$ cat src/rtl/ps2_digit_entry.sv
// ps2_digit_entry
//   Turns the PS/2 scan-code byte stream into a left-aligned BCD ID entry.
//   It decodes the E0 (extended) and F0 (break) prefixes and suppresses
//   typematic repeats. It handles the digit keys (main row and keypad),
//   Backspace, Esc (clear), Enter (normal or keypad) and Ctrl+A.
//
// Ports
//   CLK          in   system clock
//   reset        in   asynchronous, active-high reset
//   code_valid   in   one-cycle strobe, code_byte valid
//   code_byte    in   received scan-code byte
//   id_value     out  entered digits; first digit in the MS nibble, PAD_NIBBLE elsewhere
//   digit_count  out  number of digits entered
//   full         out  digit_count == NUM_DIGITS
//   key_valid    out  pulse on a newly accepted digit
//   key_value    out  last accepted digit, 4'hF after reset or Esc
//   entry_done   out  pulse on an accepted Enter
//   esc_pulse    out  pulse on Esc
//   ctrla_pulse  out  pulse on an A make while Ctrl is held
//   err_pulse    out  pulse on a rejected action
//   ctrl_held    out  a Ctrl key is currently down
//
// Parser states
//   state      | meaning
//   S_IDLE     | waiting for the first byte of a sequence
//   S_EXT      | E0 seen, next byte is an extended make (or F0)
//   S_BRK      | F0 seen, next byte is a normal break
//   S_EXT_BRK  | E0 F0 seen, next byte is an extended break

module ps2_digit_entry #(
    parameter int         NUM_DIGITS   = 7,
    parameter logic [3:0] PAD_NIBBLE   = 4'hA,
    parameter bit         REQUIRE_FULL = 1'b1
) (
    input  logic                    CLK,
    input  logic                    reset,
    input  logic                    code_valid,
    input  logic [7:0]              code_byte,
    output logic [4*NUM_DIGITS-1:0] id_value,
    output logic [3:0]              digit_count,
    output logic                    full,
    output logic                    key_valid,
    output logic [3:0]              key_value,
    output logic                    entry_done,
    output logic                    esc_pulse,
    output logic                    ctrla_pulse,
    output logic                    err_pulse,
    output logic                    ctrl_held
);

    localparam logic [3:0] L_NUM = 4'(NUM_DIGITS);

    typedef enum logic [1:0] {
        S_IDLE    = 2'd0,
        S_EXT     = 2'd1,
        S_BRK     = 2'd2,
        S_EXT_BRK = 2'd3
    } state_t;

    state_t                  r_state;
    logic [8:0]              r_held_code;    // {ext, code} of the key currently held
    logic [4*NUM_DIGITS-1:0] r_id_value;
    logic [3:0]              r_digit_count;
    logic [3:0]              r_key_value;
    logic                    r_key_valid;
    logic                    r_entry_done;
    logic                    r_esc_pulse;
    logic                    r_ctrla_pulse;
    logic                    r_err_pulse;
    logic                    r_ctrl_held;

    state_t     w_state_nxt;
    logic       w_make;
    logic       w_break;
    logic       w_ext;
    logic       w_prefix;
    logic [8:0] w_code;
    logic [4:0] w_digit;        // {valid, value}
    logic       w_full;
    logic       w_enter_ok;
    logic [3:0] w_wr_idx;
    logic [3:0] w_bs_idx;

    // Main-row and keypad digit scan codes; {1, value} when the byte is a digit.
    function automatic logic [4:0] f_digit(input logic [7:0] c);
        case (c)
            8'h45, 8'h70: return {1'b1, 4'd0};
            8'h16, 8'h69: return {1'b1, 4'd1};
            8'h1E, 8'h72: return {1'b1, 4'd2};
            8'h26, 8'h7A: return {1'b1, 4'd3};
            8'h25, 8'h6B: return {1'b1, 4'd4};
            8'h2E, 8'h73: return {1'b1, 4'd5};
            8'h36, 8'h74: return {1'b1, 4'd6};
            8'h3D, 8'h6C: return {1'b1, 4'd7};
            8'h3E, 8'h75: return {1'b1, 4'd8};
            8'h46, 8'h7D: return {1'b1, 4'd9};
            default:      return 5'd0;
        endcase
    endfunction

    assign w_prefix = (code_byte == 8'hE0) || (code_byte == 8'hF0);

    always_comb begin
        w_state_nxt = S_IDLE;
        w_make      = 1'b0;
        w_break     = 1'b0;
        w_ext       = 1'b0;
        case (r_state)
            S_IDLE: begin
                if (code_byte == 8'hE0)      w_state_nxt = S_EXT;
                else if (code_byte == 8'hF0) w_state_nxt = S_BRK;
                else                         w_make      = 1'b1;
            end
            S_EXT: begin
                w_ext = 1'b1;
                if (code_byte == 8'hF0) w_state_nxt = S_EXT_BRK;
                else                    w_make      = 1'b1;
            end
            S_BRK: begin
                // A prefix here means a corrupted sequence: drop it.
                w_break = !w_prefix;
            end
            S_EXT_BRK: begin
                w_ext   = 1'b1;
                w_break = !w_prefix;
            end
            default: w_state_nxt = S_IDLE;
        endcase
    end

    assign w_code     = {w_ext, code_byte};
    assign w_digit    = f_digit(code_byte);
    assign w_full     = (r_digit_count == L_NUM);
    assign w_enter_ok = REQUIRE_FULL ? w_full : (r_digit_count != 4'd0);
    assign w_wr_idx   = L_NUM - 4'd1 - r_digit_count;
    assign w_bs_idx   = L_NUM - r_digit_count;

    always_ff @(posedge CLK or posedge reset) begin
        if (reset) begin
            r_state       <= S_IDLE;
            r_held_code   <= '0;
            r_id_value    <= {NUM_DIGITS{PAD_NIBBLE}};
            r_digit_count <= 4'd0;
            r_key_value   <= 4'hF;
            r_key_valid   <= 1'b0;
            r_entry_done  <= 1'b0;
            r_esc_pulse   <= 1'b0;
            r_ctrla_pulse <= 1'b0;
            r_err_pulse   <= 1'b0;
            r_ctrl_held   <= 1'b0;
        end else begin
            r_key_valid   <= 1'b0;
            r_entry_done  <= 1'b0;
            r_esc_pulse   <= 1'b0;
            r_ctrla_pulse <= 1'b0;
            r_err_pulse   <= 1'b0;
            if (code_valid) begin
                r_state <= w_state_nxt;
                if (w_make) begin
                    // Ctrl is tracked separately so Ctrl+A is not blocked as a repeat.
                    if (code_byte == 8'h14) begin
                        r_ctrl_held <= 1'b1;
                    end else if (w_code != r_held_code) begin
                        r_held_code <= w_code;
                        if (!w_ext && w_digit[4]) begin
                            if (w_full) begin
                                r_err_pulse <= 1'b1;
                            end else begin
                                for (int i = 0; i < NUM_DIGITS; i++) begin
                                    if (4'(i) == w_wr_idx) r_id_value[i*4 +: 4] <= w_digit[3:0];
                                end
                                r_digit_count <= r_digit_count + 4'd1;
                                r_key_valid   <= 1'b1;
                                r_key_value   <= w_digit[3:0];
                            end
                        end else if (!w_ext && code_byte == 8'h66) begin
                            if (r_digit_count == 4'd0) begin
                                r_err_pulse <= 1'b1;
                            end else begin
                                for (int i = 0; i < NUM_DIGITS; i++) begin
                                    if (4'(i) == w_bs_idx) r_id_value[i*4 +: 4] <= PAD_NIBBLE;
                                end
                                r_digit_count <= r_digit_count - 4'd1;
                            end
                        end else if (!w_ext && code_byte == 8'h76) begin
                            r_id_value    <= {NUM_DIGITS{PAD_NIBBLE}};
                            r_digit_count <= 4'd0;
                            r_key_value   <= 4'hF;
                            r_esc_pulse   <= 1'b1;
                        end else if (code_byte == 8'h5A) begin
                            if (w_enter_ok) r_entry_done <= 1'b1;
                            else            r_err_pulse  <= 1'b1;
                        end else if (!w_ext && code_byte == 8'h1C && r_ctrl_held) begin
                            r_ctrla_pulse <= 1'b1;
                        end
                    end
                end else if (w_break) begin
                    if (code_byte == 8'h14)         r_ctrl_held <= 1'b0;
                    else if (w_code == r_held_code) r_held_code <= '0;
                end
            end
        end
    end

    assign id_value    = r_id_value;
    assign digit_count = r_digit_count;
    assign full        = w_full;
    assign key_valid   = r_key_valid;
    assign key_value   = r_key_value;
    assign entry_done  = r_entry_done;
    assign esc_pulse   = r_esc_pulse;
    assign ctrla_pulse = r_ctrla_pulse;
    assign err_pulse   = r_err_pulse;
    assign ctrl_held   = r_ctrl_held;

endmodule

$ cat config.mk
export PLATFORM = sky130hd
export DESIGN_NAME = ps2_digit_entry
export DESIGN_NICKNAME = d
export VERILOG_FILES = /design/src/rtl/ps2_digit_entry.sv
export SDC_FILE = /design/constraint.sdc
export NUM_CORES = 1
export LEC_CHECK = 0
export CAP_MARGIN = 30
export CORE_UTILIZATION = 38
export DETAILED_ROUTE_END_ITERATION = 10
export HOLD_SLACK_MARGIN = 0.02
export PLACE_DENSITY = 0.62
export SLEW_MARGIN = 5
export SYNTH_ARGS = -nofsm -noshare
export SYNTH_HDL_FRONTEND = slang
export SYNTH_SLANG_ARGS = --single-unit
$ cat constraint.sdc
create_clock -name CLK -period 2.5 [get_ports CLK]
set_clock_uncertainty 0.2 [all_clocks]
set_input_delay 0.5 -clock CLK [delete_from_list [all_inputs] [get_ports CLK]]
set_output_delay 0.5 -clock CLK [all_outputs]
set_load 0.02 [all_outputs]
==> reports/results.ini, run 1 <==
[critical_path]
arrival_ns=2.89
regToRegStartpoint=digit_count[0]$_DFFE_PP0P_
r2r_setup_slack_ns=-0.02
critPathKind=in2reg
end_kind=flip-flop
cp.required_ns=2.56
critPathMaxFanout=5
cp-start-kind=input port
crit_start=code_byte[7]

[outcome]
outcome=finished with violations
violations=negative setup slack

[cts]
cts_buffers=5
cts_buffer_depth=2
ctsHoldBuffers=0
cts-root-buf=clkbuf_8
cts.sinks=53
clk_latency_ns=0.32
cts_tree=done
htreeDepth=2
path_clk_slew_ns=0.11

[detailed_routing]
drt-initial-drc-count=173
via_count=3079
post_drt_wl_per_cell_um=16.9
drt-total-wl_um=9760
drc=0
drtAntennaViolNets=0
via_per_inst=5.33
drtPass1Iterations=4

[logic_synthesis]
yosys.area.top_type_share_pct=27.5
synth_compound_area_share_pct=16.5
yosys_warnings=0
async_reset_ff_share_pct=100
yosys.area_share.simple_pct=19.9
synthesis.area_um2=3180
yosys.area.top_type=dfrtp_1
avgSynthCellArea_um2=9.92
synth_cell_types=57
synth_ff_type=dfrtp_1
syn-instance-count=321
synth.area.top_cells=dfrtp_1 (28%), dfstp_2 (15%), mux2_2 (10%)
synth_top_family_by_area=simple AND/OR/NAND/NOR gates
synthTopCellsByCount=nand2_1 (39), dfrtp_1 (35), mux2_2 (29)
seq_area_frac_synth_pct=42.4
ys_ff_latch=53
synth_edf_count=0
synthXorXnorAreaFrac_pct=3.30
synth_mux_area_share_pct=11.7
yosysMostFrequentCell=nand2_1
synth-adder-area-share_pct=1.97
syn_nets=337

[global_routing]
grt_pass1_wl_um=15400
antenna_found_initial=0
grt_max_degree=31
grt_overflow=0
track_usage_pct=22.4
grt_pass1_vias=2960

[sta]
rsz0062_at_grt=true
fin_crit_ns=2.83
slew_viol_final=0
fin_crit_sh_pct=113
fmax_ghz=0.353
slew-limit-headroom_pct=60.2
setup_viol_count_final=35
setup_ws_ns=-0.334
finalHoldViolCount=0
tightest_slew_ns=0.594

[hold_path]
min_from=r_held_code[7]$_DFFE_PP0P_
min_path_type=reg2reg

[layout]
drive_above_1_share_pct=48.2
finalInstanceArea_um2=5190
regArea_um2=1350
num-fill-cells=657
area_delta_synth_final_pct=63.2
stdcell_count=578
fin_nets=488
multiInputGateArea_um2=2100
diodes=0

[die]
initial_core_util_pct=38.9
die_w_um=93.5
fp-row-count=33
core_um2=8180
die_h_um=93.5
die-area_um2=8750
ios=54

[placement]
hpwl_um=6270
dpl-instance-area_um2=4420
placedCellCount=541
place_congestion=0.830
port_buffers=53
place_ws_ns=-1.02

[flow_run]
maxCapViolCount=0

[power]
leakage_nw=2.27
vdd.ir_drop.worst_v=0.000503
p_per_area_nw_per_um2=695

[worst max-delay path, cell delays in order]
cell      delay (ns)
buf_8           0.10
or4b_4          0.54
o31ai_4         0.18
o32ai_2         0.12
and4_1          0.22
a21o_1          0.21
a21o_4          0.26
a211oi_4        0.31
buf_6           0.16
mux2_4          0.29
[stage by stage]
stage	util, %	TNS [ns]	hold slack [ns]	power [mW]
5_1_grt	63.5	-10.28	0.343	3.79
3_3_place_gp	54.1	-39.07	0.277	2.78
4_1_cts	60.2	-9.12	0.314	3.51
3_5_place_dp	54.1	-40.83	0.287	2.79
2_1_floorplan	-	-18.27	0.260	2.10
6_report	63.5	-7.73	0.309	3.61
[worst paths after layout]
path / to / cells past startpoint
max: id_value[11]$_DFFE_PP1P_ / 10
min: r_held_code[7]$_DFFE_PP0P_ / 2
max reg2reg: id_value[11]$_DFFE_PP1P_ / 9
min reg2reg: r_held_code[7]$_DFFE_PP0P_ / 2
max in group asynchronous: id_value[19]$_DFFE_PP1P_ / 3
min in group asynchronous: id_value[26]$_DFFE_PP0P_ / 3
[metal layers]
metal,up-vias,global-route usage [%],wire (µm)
li1,1466,-,-
met1,1538,34.1,4690
met2,64,34.0,4650
met3,11,2.68,307
met4,0,4.74,104
met5,-,0,0
[report_power, final]
| group | total (mW) | internal (mW) | switching, mW | leakage [nW] |
|---|---|---|---|---|
| Clock | 0.548 | 0.211 | 0.337 | 0.0506 |
| Sequential | 1.31 | 1.15 | 0.163 | 0.647 |
| Combinational | 1.75 | 0.924 | 0.824 | 1.57 |
| Total | 3.61 | 2.29 | 1.32 | 2.27 |
[cell usage in the layout (no fill, tap or decap), types with 6 or more instances in the layout]
master / n
a21oi_1: 8
buf_4: 86
buf_6: 20
clkdlybuf4s50_1: 44
dfrtp_1: 35
dfstp_2: 18
inv_1: 7
mux2_4: 29
nand2_1: 36
nand3_1: 6
nand4_1: 7
nor2_1: 12
nor3_1: 13
o21ai_0: 14
xor2_1: 9
[layout make-up]
| type | instances | share of cell area (%) |
|---|---|---|
| multi-input cells | 239 | 40.5 |
| repair buffers | 165 | 28.6 |
| flip-flops and latches | 53 | 26.0 |
| well taps | 105 | 2.53 |
| clock buffers | 5 | 1.32 |
| inverters | 8 | 0.578 |
| clock inverters | 3 | 0.554 |
[registers in the layout, summed over array words and instances, names as in the netlist]
register / cells
id_value: 28
r_held_code: 9
digit_count: 4
key_value: 4
r_state: 2
ctrl_held: 1
ctrla_pulse: 1
entry_done: 1
err_pulse: 1
esc_pulse: 1
key_valid: 1
[kinds of logic (layout without fill, tap and decap cells)]
| group | count (synthesis) | in the layout |
|---|---|---|
| xor gates and xnor gates | 12 | 12 |
| adders and majority gates | 5 | 5 |
| muxes | 32 | 32 |
| AOI/OAI and AO/OA | 70 | 71 |
| buffers and inverters | 30 | 181 |
| DFF | 53 | 53 |
| and+or+nand+nor | 119 | 119 |
[what timing repair did]
| action | CTS | global route |
|---|---|---|
| buffers inserted | 15 | 17 |
| cloned | 2 | 0 |
| pin swaps | 16 | 27 |
| endpoints found under the hold margin | 0 | 0 |
| resized for setup | 96 | 51 |
| setup endpoints to repair | 48 | 47 |
No activity file was read; power rests on OpenSTA's default activity.
==> run 2, diff against run 1 <==
- CTS_BUF_LIST: default -> sky130_fd_sc_hd__clkbuf_16
- MAX_ROUTING_LAYER: default -> met4
- SKIP_LAST_GASP: default -> 1
==> run 2 against run 1 <==
  * The run still ends with negative setup slack left
  * Critical path type unchanged
  * Setup slack worse by 0.045 ns
  * Register-to-register slack improved by 0.02 ns
  * Critical endpoint is now key_value[2]$_DFFE_PP1P_
  * Count of clock-buffer cells in the layout did not move
  * Sequential cell count stayed put
  * Hold slack gained 0.0014 ns
  * Clock power is 32% higher
  * Combinational power is essentially flat
==> reports/results.ini, run 2 (same netlist as run 1, synthesis figures left out) <==
[outcome]
outcome=finished with violations
violations=negative setup slack

[global_routing]
grt_max_degree=31
grt_pass1_wl_um=15200
antenna_found_initial=0
track_usage_pct=22.8
grt_overflow=0
grt_pass1_vias=3053

[detailed_routing]
via_per_inst=5.55
drtPass1Iterations=4
drtAntennaViolNets=0
drt-met1-wl_um=4640
drt-initial-drc-count=165
drt-total-wl_um=10500
drc=0
via_count=3263
met3_length_um=394
highest_layer=met4
post_drt_wl_per_cell_um=17.8
wl_met2_um=5210

[critical_path]
cp-start-kind=input port
r2r_setup_slack_ns=0
arrival_ns=2.90
cp.required_ns=2.53
end_kind=flip-flop
critPathKind=in2reg
critPathMaxFanout=6
reg2regPathDepth=9

[die]
core_um2=8180
initial_core_util_pct=38.9
ios=54
die-area_um2=8750
die_h_um=93.5
fp-row-count=33
die_w_um=93.5

[cts]
cts_buffer_depth=2
path_clk_slew_ns=0.07
cts_buffers=5
ctsHoldBuffers=0
cts-root-buf=clkbuf_16
clk_latency_ns=0.29
cts.sinks=53
htreeDepth=2
cts_tree=done

[sta]
rsz0062_at_grt=true
fin_crit_ns=2.88
slew_viol_final=0
setup_viol_count_final=49
tns_ns=-11.12
tightest_slew_ns=0.588
finalHoldViolCount=0
setup_ws_ns=-0.379
worst_hold_slack_ns=0.310
slew-limit-headroom_pct=60.7
fmax_ghz=0.347
fin_crit_sh_pct=115

[power]
vdd.ir_drop.worst_v=0.000555
switching_power_mw=1.33
leakage_nw=2.36
power_frac_clock_pct=19.2
switching_share_pct=35.2
pwr-share-seq_pct=34.6
power_frac_comb_pct=46.2
p_per_area_nw_per_um2=701
p_int_mw=2.45

[flow_run]
maxCapViolCount=0

[layout]
final_common_cell=buf_4
drive_above_1_share_pct=50.1
num-fill-cells=596
diodes=0
layout_common_cells=buf_4 (94), clkdlybuf4s50_1 (44), nand2_1 (35), dfrtp_1 (35), mux2_4 (26)
fin_nets=498
area_delta_synth_final_pct=69.6
stdcell_count=588
largest_register_ffs=28

[placement]
place_congestion=0.841
port_buffers=53
placedCellCount=541
hpwl_um=6300
place_ws_ns=-1.01

[hold_path]
hold_depth=2
min_path_type=reg2reg

==> run 2: cell count changes in the layout (fill, tap and decap cells not counted), sizes merged <==
cell           change
clkdlybuf4s15      +1
buf                +9
==> run 2: power by group through the flow <==
stage	Sequential [mW]	Clock [mW]	Combinational (mW)
finish	1.31	0.726	1.75
global route	1.33	0.768	1.85
detailed placement	1.31	0	1.48
global placement	1.31	0	1.46
CTS	1.31	0.735	1.65
floorplan	1.54	0	0.562
==> run 2: final timing paths <==
check,start,to
hold reg to reg,r_held_code[6]$_DFFE_PP0P_,r_held_code[6]$_DFFE_PP0P_
setup / recovery,code_byte[7],key_value[2]$_DFFE_PP1P_
hold / removal,r_held_code[6]$_DFFE_PP0P_,r_held_code[6]$_DFFE_PP0P_
max in group asynchronous,reset,id_value[17]$_DFFE_PP1P_
min in group asynchronous,reset,id_value[26]$_DFFE_PP0P_
setup reg to reg,digit_count[0]$_DFFE_PP0P_,id_value[11]$_DFFE_PP1P_
==> run 2: metrics by stage <==
stage / util, % / cell area (µm²) / total power, mW
2_1_floorplan: - / 3240 / 2.10
3_3_place_gp: 54.1 / 4420 / 2.78
3_5_place_dp: 54.1 / 4420 / 2.79
4_1_cts: 61.2 / 5000 / 3.69
5_1_grt: 66.0 / 5400 / 3.95
6_report: 66.0 / 5400 / 3.78
==> run 2: cell type report <==
cell class / count / area [µm²] / share of cell area [%]
Clock inverter: 3 / 28.8 / 0.533
Timing Repair Buffer: 175 / 1590 / 29.4
Clock buffer: 5 / 125 / 2.32
Tap cell: 105 / 131 / 2.43
Sequential cell: 53 / 1350 / 25.0
Inverter: 8 / 30.0 / 0.556
Multi-Input combinational cell: 239 / 2140 / 39.7
==> run 2: metal layers <==
metal  track usage, %  up-vias
met5                -        -
met4             5.38        0
met3             3.41       26
met2             36.0      108
met1             31.1     1639
li1                 -     1490
==> run 2: repair_timing <==
item	in CTS	in global routing
gates resized for setup	95	66
pin swaps	17	32
setup endpoints to repair	51	46
buffers inserted	12	23
gates cloned	4	1
==> run 2: worst max-delay path, stage by stage <==
cell	delay [ns]
buf_8	0.10
buf_4	0.14
buf_12	0.13
buf_2	0.16
or2_4	0.26
nor3_2	0.10
nand2_1	0.12
or3_4	0.36
nand4_1	0.24
buf_4	0.17
buf_4	0.10
nand2b_4	0.16
mux2_2	0.34
==> run 3, diff against run 2 <==
- CAP_MARGIN: 30 -> default
==> results of run 3 <==
Same layout as run 2: the final DEF is identical, and so are final timing and power.
